$ cat src/rtl/rng_pkg.sv
// Shared definitions for the RNG sample path: sizing helper, default geometry,
// and the full-policy encodings also used by the RNG core.
// Contents: clog2(), DEFAULT_WIDTH, DEFAULT_DEPTH, full_policy_e.
package rng_pkg;

  localparam int DEFAULT_WIDTH = 8;
  localparam int DEFAULT_DEPTH = 16;

  // What the sample buffer does with a write that arrives while it is full.
  typedef enum logic {
    FULL_DROP      = 1'b0,  // keep stored samples, discard the incoming one
    FULL_OVERWRITE = 1'b1   // discard the oldest stored sample, keep the newest
  } full_policy_e;

  // Ceiling log2 for elaboration-time sizing; clog2(1) = 0.
  function automatic int clog2(input int n);
    int r;
    r = 0;
    while ((1 << r) < n) r++;
    return r;
  endfunction

endpackage

$ cat src/rtl/rng_fifo_mem.sv
// Purpose: DEPTH x WIDTH sample storage, one write port, one registered read port.
// Latency: read data appears one cycle after re_i; writes land at the clock edge.
// Backpressure: none; the caller owns all flow control. Read-during-write to the
//   same address returns the old contents.
// Ports: clk_i/rst_i, write (we_i, waddr_i, wdata_i), read (re_i, raddr_i) -> rdata_o.
module rng_fifo_mem #(
  parameter int WIDTH = 8,
  parameter int DEPTH = 16,
  parameter int AW    = 4
) (
  input  logic             clk_i,
  input  logic             rst_i,
  input  logic             we_i,
  input  logic [AW-1:0]    waddr_i,
  input  logic [WIDTH-1:0] wdata_i,
  input  logic             re_i,
  input  logic [AW-1:0]    raddr_i,
  output logic [WIDTH-1:0] rdata_o
);

  logic [WIDTH-1:0] mem [DEPTH];

  // Array is not reset so it can map onto block RAM.
  always_ff @(posedge clk_i) begin
    if (we_i) mem[waddr_i] <= wdata_i;
  end

  // Output register resets to zero and holds its value when no read occurs.
  always_ff @(posedge clk_i) begin
    if (rst_i)     rdata_o <= '0;
    else if (re_i) rdata_o <= mem[raddr_i];
  end

endmodule

$ cat src/rtl/rng_sample_fifo.sv
// Purpose: sample buffer between the RNG core and its consumers, with occupancy/status reporting.
// Latency: data_o/rd_valid_o one cycle after an accepted read; status flags one cycle after the causing edge.
// Backpressure: none upstream; writes into a full buffer are dropped or overwrite the oldest (OVERWRITE) and are counted.
// Ports: clk_i, rst_i (sync, active high); wr_en_i/data_i write side; rd_en_i -> data_o/rd_valid_o read side;
//   full_o, empty_o, almost_full_o, count_o occupancy; overflow_o/underflow_o sticky errors; drop_cnt_o lost samples.
module rng_sample_fifo
  import rng_pkg::*;
#(
  parameter int WIDTH     = DEFAULT_WIDTH,
  parameter int DEPTH     = DEFAULT_DEPTH,
  parameter int AF_THRESH = 12,
  parameter int OVERWRITE = 0,
  parameter int CNT_W     = 16
) (
  input  logic                  clk_i,
  input  logic                  rst_i,
  input  logic                  wr_en_i,
  input  logic [WIDTH-1:0]      data_i,
  input  logic                  rd_en_i,
  output logic [WIDTH-1:0]      data_o,
  output logic                  rd_valid_o,
  output logic                  full_o,
  output logic                  empty_o,
  output logic                  almost_full_o,
  output logic [clog2(DEPTH):0] count_o,
  output logic                  overflow_o,
  output logic                  underflow_o,
  output logic [CNT_W-1:0]      drop_cnt_o
);

  localparam int PTR_W = clog2(DEPTH);
  localparam int OCC_W = PTR_W + 1;
  localparam full_policy_e POLICY = (OVERWRITE != 0) ? FULL_OVERWRITE : FULL_DROP;

  logic [PTR_W-1:0] wr_ptr, rd_ptr;
  logic [OCC_W-1:0] count;
  logic             rd_acc, wr_acc, full_hit, ow_hit;

  // Flags come straight from the registered count.
  assign full_o        = (count == OCC_W'(DEPTH));
  assign empty_o       = (count == '0);
  assign almost_full_o = (count >= OCC_W'(AF_THRESH));
  assign count_o       = count;

  // A read on an empty buffer is rejected even if a write lands the same cycle.
  assign rd_acc   = rd_en_i & ~empty_o;
  // A same-cycle read frees a slot, so a full buffer can still take the write.
  assign wr_acc   = wr_en_i & (~full_o | rd_acc);
  assign full_hit = wr_en_i & full_o & ~rd_acc;
  // Overwrite: store the sample and advance both pointers, losing the oldest.
  assign ow_hit   = full_hit & (POLICY == FULL_OVERWRITE);

  rng_fifo_mem #(
    .WIDTH (WIDTH),
    .DEPTH (DEPTH),
    .AW    (PTR_W)
  ) u_mem (
    .clk_i   (clk_i),
    .rst_i   (rst_i),
    .we_i    (wr_acc | ow_hit),
    .waddr_i (wr_ptr),
    .wdata_i (data_i),
    .re_i    (rd_acc),
    .raddr_i (rd_ptr),
    .rdata_o (data_o)
  );

  always_ff @(posedge clk_i) begin
    if (rst_i) begin
      wr_ptr      <= '0;
      rd_ptr      <= '0;
      count       <= '0;
      rd_valid_o  <= 1'b0;
      overflow_o  <= 1'b0;
      underflow_o <= 1'b0;
      drop_cnt_o  <= '0;
    end else begin
      rd_valid_o <= rd_acc;
      if (wr_acc | ow_hit) wr_ptr <= wr_ptr + PTR_W'(1);
      if (rd_acc | ow_hit) rd_ptr <= rd_ptr + PTR_W'(1);
      // Overwrite moves both pointers, so occupancy stays at DEPTH.
      if (wr_acc & ~rd_acc)      count <= count + OCC_W'(1);
      else if (rd_acc & ~wr_acc) count <= count - OCC_W'(1);
      if (rd_en_i & empty_o) underflow_o <= 1'b1;
      if (full_hit) begin
        overflow_o <= 1'b1;
        if (drop_cnt_o != '1) drop_cnt_o <= drop_cnt_o + CNT_W'(1);
      end
    end
  end

endmodule

$ cat config.mk
export PLATFORM = sky130hd
export DESIGN_NAME = rng_sample_fifo
export DESIGN_NICKNAME = d
export VERILOG_FILES = /design/src/rtl/rng_pkg.sv /design/src/rtl/rng_fifo_mem.sv /design/src/rtl/rng_sample_fifo.sv
export SDC_FILE = /design/constraint.sdc
export NUM_CORES = 1
export LEC_CHECK = 0
export ABC_CLOCK_PERIOD_IN_PS = 4300
export BUFFER_PORTS_ARGS = -buffer_cell sky130_fd_sc_hd__buf_2
export CORE_ASPECT_RATIO = 1.25
export CORE_MARGIN = 3
export CORE_UTILIZATION = 45
export CTS_BUF_LIST = sky130_fd_sc_hd__clkbuf_4 sky130_fd_sc_hd__clkbuf_8 sky130_fd_sc_hd__clkbuf_16
export CTS_CLUSTER_DIAMETER = 200
export DETAILED_ROUTE_END_ITERATION = 8
export GPL_TIMING_DRIVEN = 0
export HOLD_SLACK_MARGIN = 0.1
export SYNTH_ARGS = -nofsm -noshare
export SYNTH_HDL_FRONTEND = slang
export SYNTH_SLANG_ARGS = --single-unit
export TNS_END_PERCENT = 20
$ cat constraint.sdc
create_clock -name clk_i -period 4.3 [get_ports clk_i]
set_input_delay 0.215 -clock clk_i [delete_from_list [all_inputs] [get_ports clk_i]]
set_output_delay 0.215 -clock clk_i [all_outputs]
set_load 0.01 [all_outputs]
==> results of run 1 <==
==> through the flow <==
stage | area (um2) | std cells | hold slack, ps | setup slack, ps
6_report | 7870 | 750 | 187 | 942
5_1_grt | 7870 | 750 | 185 | 774
4_1_cts | 7870 | 750 | 176 | 925
3_5_place_dp | 7260 | 718 | 452 | 949
3_3_place_gp | 7260 | 718 | 445 | 960
2_1_floorplan | 6810 | 494 | 314 | 1210
==> power by group <==
part | switching, W | internal [W]
Sequential | 0.0000515 | 0.00184
Clock | 0.000574 | 0.000977
Combinational | 0.000422 | 0.000256
Total | 0.00105 | 0.00307
==> worst max-delay path by stage <==
stage	from	end	slack, ps	cells after the start
after CTS	count_o[0]	count_o[4]	930	11
after global routing	count_o[0]	count_o[4]	770	12
after detailed placement	count_o[0]	count_o[4]	950	11
final	count_o[0]	count_o[4]	940	11
after floorplan	count_o[0]	count_o[4]	1210	11
after global placement	count_o[0]	count_o[4]	960	11
==> critical path, cell delays in order, from the launching register on <==
cell	delay [ps]
dfxtp_1	350
or4_1	530
buf_2	170
o31a_2	270
clkbuf_1	230
ha_1	320
inv_1	130
ha_1	280
a21o_1	190
a21oi_1	190
mux2i_1	230
mux2_2	360
==> layer usage <==
layer,global-route usage,wire length [um],part of all wire
met2,0.297,7170,0.50
met1,0.237,6240,0.44
met4,0.0745,281,0.020
met5,0,0,0
met3,0.0400,649,0.045
==> cells in the mapped netlist, types with 10 or more instances <==
master / instances
nand2_1: 18
dfxtp_1: 40
clkbuf_1: 17
a211oi_1: 10
nor2_1: 62
nor4_1: 13
o22ai_1: 32
nor3_1: 11
ha_1: 10
xnor2_1: 12
xor2_1: 10
edfxtp_1: 128
mux2i_1: 66
==> registers in the layout, summed over array words and instances, names as in the netlist <==
name           count
drop_cnt_o        16
u_mem.rdata_o      8
underflow_o        1
u_mem.mem        128
wr_ptr             4
rd_valid_o         1
count_o            5
overflow_o         1
rd_ptr             4
==> kinds of logic (layout without fill, tap and decap cells) <==
group           count (synthesis)  count (layout)  share of synthesized area
flops                         168             168                      0.682
buf+inv                        34             112                     0.0208
compound gates                 58              58                     0.0550
simple gates                  134             134                     0.0934
mux                            67              67                     0.0987
fa+ha+maj                      11              11                     0.0213
xor+xnor                       22              22                     0.0283
==> cell type report <==
| class | count | area (um2) | area share |
|---|---|---|---|
| Inverter | 9 | 33.8 | 0.00429 |
| Tap cell | 178 | 223 | 0.0283 |
| Clock inverter | 11 | 155 | 0.0197 |
| Multi-Input combinational cell | 292 | 2020 | 0.257 |
| Timing Repair Buffer | 47 | 240 | 0.0305 |
| Buffer | 25 | 108 | 0.0137 |
| Clock buffer | 20 | 448 | 0.0569 |
| Sequential cell | 168 | 4640 | 0.590 |
==> results.md, run 1 <==
* CP required at 4610 ps
* First DRT Iteration DRCs at 274
* Main area contributors after synthesis: edfxtp_1 (56%), dfxtp_1 (12%), mux2i_1 (9.7%), nor2_1 (3.4%), o22ai_1 (2.9%)
* PortBufs at 46
* Vias in the first global route at 4,006
* Startpoint type of the worst setup path: register
* CTS Buffer Depth at 2
* H-tree depth at 4
* Yosys warns at 0
* Antenna diodes at 0
* Core Region at 0.0146 mm2
* Routed len/inst at 19.1 um
* Post-layout nets at 583
* Rel. slew slack at 0.175
* Netlist Area Pre-Place at 0.00681 mm2
* Reg2reg path depth at 11
* CTS tree: yes
* Largest net degree at the start of global routing at 17
* Distinct cells, synth at 38
* Ys async rst share at 0
* DR vias/cell at 5.47
* Syn_nets at 517
* Hold depth at 3
* Ys flop type: edfxtp_1
* Die Area at 0.0166 mm2
* Worst slew pin tran at 1230 ps
* Hold endpoint: count_o[4]
* DRC violations left at 0
* Most frequent cells in the layout: edfxtp_1 (128), mux2i_1 (66), nor2_1 (62)
* Cell accounting for the most synthesized area: edfxtp_1
* Post-DP HPWL at 10,000 um
* Worst hold path type: input port to register
* Post-CTS Setup Inserts at 0
* RSZ-0062 raised after global routing: false
* Crit path DAT at 3670 ps
* Leak pwr at 2.63 nW
* Flops & latches, synth at 168
* Minimum clock period at 3360 ps
* DR pass1 iterations at 4
* Mapped Avg Cell Area at 13.8 um2
* Crit Path Class: register to register
* Via Count at 4,104
* Number of synthesized flops with an enable pin at 128
* Reg2Reg Capture Point: count_o[4]
* Pwr Total at 0.00412 W
* Post-route ant nets at 0
* Fmax at 298 MHz
* Worst reg2reg startpoint: count_o[0]
* TritonCTS buffer count at 17
* First-pass GRT wire length at 22,200 um
* Clk_skew at 6.97 ps
* Overall routed net length at 14,300 um
* Chip width at 116 um
* Min-Delay Startpoint: rst_i
* Antenna violations before repair at 0
* # rows at 49
* Fin. max-slew vios at 0
* Total count of hold-check failures in the final report at 0
* Worst-path clk slew at 60 ps
* # IOs at 47
* Final core occ at 0.539
* Post-synth top area share at 0.565
* R2r setup slk at 940 ps
* Root Buffer: clkbuf_16
* All-Layer GR Usage at 0.182
* Status: complete, no violations
* Area growth, synth to finish at 15.7%
* Starting Density at 0.466
* Most common cell after layout, fill and taps aside: edfxtp_1
* Fillers at 1,234
* Grt total ovfl at 0
* Max FO, Critical Path at 9
* Hold buffer count at cts at 1
* Placer Congestion at 0.846
* Setup TNS Final at 0 ps
* CTS resizes at 0
* Insertion delay to the later sink of the worst-skew pair at 420 ps
* Die Span Y at 143 um
* Clock sink total at 168
* CP endpoint kind: register
* Synth Instances at 494
* Fraction of layout cells with a size suffix above 1 at 0.150
* Maximum vdd drop at 0.000232 V
* Max_cap viols at 0
* Period utilization at 0.781
* Setup violators final at 0
* Pwr Density at 523 mW/mm2
* Seq/Total Area, Yosys at 0.682
Note: power is estimated with default switching activity, not from simulation.
==> run 2: changes to the inputs <==
- ABC_CLOCK_PERIOD_IN_PS: 4300 -> 3180
- clock period: 4.3 -> 3.18 ns (I/O delays scaled with it)
==> results.md, run 2 (synthesized netlist as in run 1, its figures left out) <==
* Status: complete, no violations
* Post-CTS Setup Inserts at 0
* Rel. slew slack at 0.173
* # rows at 49
* Setup violators final at 0
* Clock sink total at 168
* Fillers at 1,231
* CP required at 3490 ps
* CTS tree: yes
* Max FO, Critical Path at 9
* Fraction of layout cells with a size suffix above 1 at 0.158
* Antenna violations before repair at 0
* Internal Power at 0.00417 W
* Max_cap viols at 0
* Clk network pwr share at 0.376
* Post-route ant nets at 0
* Max reg flops at 128
* DR vias/cell at 5.47
* Root Buffer: clkbuf_16
* DRC violations left at 0
* Period utilization at 0.950
* Switching share of total power at 0.255
* Via Count at 4,089
* Area growth, synth to finish at 16.1%
* Sequential Area at 0.00464 mm2
* Worst slew pin tran at 1230 ps
* Insertion delay to the later sink of the worst-skew pair at 430 ps
* Die Area at 0.0166 mm2
* Worst hold path type: input port to register
* Post-DP HPWL at 10,000 um
* Routed len/inst at 19.2 um
* RSZ-0062 raised after global routing: false
* First-pass GRT wire length at 22,200 um
* Largest net degree at the start of global routing at 17
* TritonCTS buffer count at 17
* CP endpoint kind: register
* DR pass1 iterations at 4
* Hold Slack at 131 ps
* Biggest register: u_mem.mem
* Slowest-stage cell, CP: or4_1
* Cell family with most CP delay: compound AO/OA/AOI/OAI gates
* Crit path DAT at 3330 ps
* Largest stage delay on the critical path at 530 ps
* Vias in the first global route at 4,000
* Startpoint type of the worst setup path: register
* PortBufs at 46
* Most common cell after layout, fill and taps aside: edfxtp_1
* Fin. max-slew vios at 0
* Fmax at 331 MHz
* Crit Path Class: register to register
* CP Buf/Inv Count at 2
* All-Layer GR Usage at 0.182
* Maximum vdd drop at 0.000315 V
* First DRT Iteration DRCs at 302
* Leak pwr at 2.63 nW
* Minimum clock period at 3020 ps
* Overall routed net length at 14,300 um
* H-tree depth at 4
* Post-layout nets at 581
* Multi-input logic area at 0.00205 mm2
* Placed Cells at 718
* Post-Layout Cell Count at 748
* Antenna diodes at 0
* Pwr Density at 708 mW/mm2
* # IOs at 47
* Most frequent cells in the layout: edfxtp_1 (128), mux2i_1 (66), nor2_1 (62)
* Total count of hold-check failures in the final report at 0
* Psw at 0.00143 W
* Largest regs: u_mem.mem (128), drop_cnt_o (16), u_mem.rdata_o (8)
* CP Cell Sequence: or4_1 -> buf_2 -> o31a_4 -> ha_2 -> inv_1 -> ha_4 -> a21o_1 -> a21oi_2 -> mux2i_1 -> mux2_2
* Chip width at 116 um
* Combinational share of power at 0.167
* Starting Density at 0.466
* Pwr Total at 0.00559 W
* Clk_skew at 10.8 ps
* Placer Congestion at 0.846
* CTS Buffer Depth at 2
* Die Span Y at 143 um
* Flop pwr share at 0.457
* Core Region at 0.0146 mm2
* Setup TNS Final at 0 ps
* Worst-path clk slew at 60 ps
* Grt total ovfl at 0
## run 2: timing repair
action	4_1_cts	5_1_grt
setup endpoints to repair	1	1
hold endpoints to repair	1	0
gates resized for setup	3	3
pin swaps	0	0
hold buffers	1	0
## run 2: path summary, 6_finish.rpt
check | cells past startpoint | startpoint | slack, ps | to
max | 10 | count_o[0] | 160 | count_o[4]
min reg2reg | 2 | overflow_o | 460 | overflow_o
max reg2reg | 10 | count_o[0] | 160 | count_o[4]
min | 3 | rst_i | 130 | count_o[4]
## run 2: cell type report
class | instances | share of cell area
buffer | 23 | 0.0127
clock inverter | 11 | 0.0196
multi-input combinational | 292 | 0.260
sequential | 168 | 0.588
clock buffer | 20 | 0.0567
tap | 178 | 0.0282
inverter | 9 | 0.00428
timing repair buffer | 47 | 0.0304
## run 2: stage by stage
| step | setup WS, ps | util | instance area [um2] |
|---|---|---|---|
| global route | 72.0 | 0.541 | 7900 |
| finish | 158 | 0.541 | 7900 |
| floorplan | 95.0 | - | 6810 |
| global placement | -160 | 0.497 | 7260 |
| CTS | 11.6 | 0.540 | 7880 |
| detailed placement | -171 | 0.497 | 7260 |
## run 2: power by group through the flow
stage               Combinational [W]  Sequential, W  Clock (W)
floorplan                    0.000568        0.00262          0
global placement             0.000903        0.00260          0
detailed placement           0.000918        0.00260          0
CTS                          0.000924        0.00256    0.00214
global route                  0.00104        0.00257    0.00223
finish                       0.000936        0.00256    0.00210
## run 2: worst register-to-register path, delay by kind of cell (launching register included)
kind | cells | cell delay [ps]
buffers and inverters | 2 | 320
AO/OA/AOI/OAI | 3 | 680
flip-flops | 1 | 350
adder cells (fa/ha/maj) | 2 | 460
multiplexers | 2 | 580
AND/OR/NAND/NOR | 1 | 530
## run 2: routing by layer
| metal | wire length (um) | track usage |
|---|---|---|
| met4 | 325 | 0.0745 |
| met1 | 6180 | 0.238 |
| met3 | 709 | 0.0400 |
| met5 | 0 | 0 |
| met2 | 7130 | 0.296 |
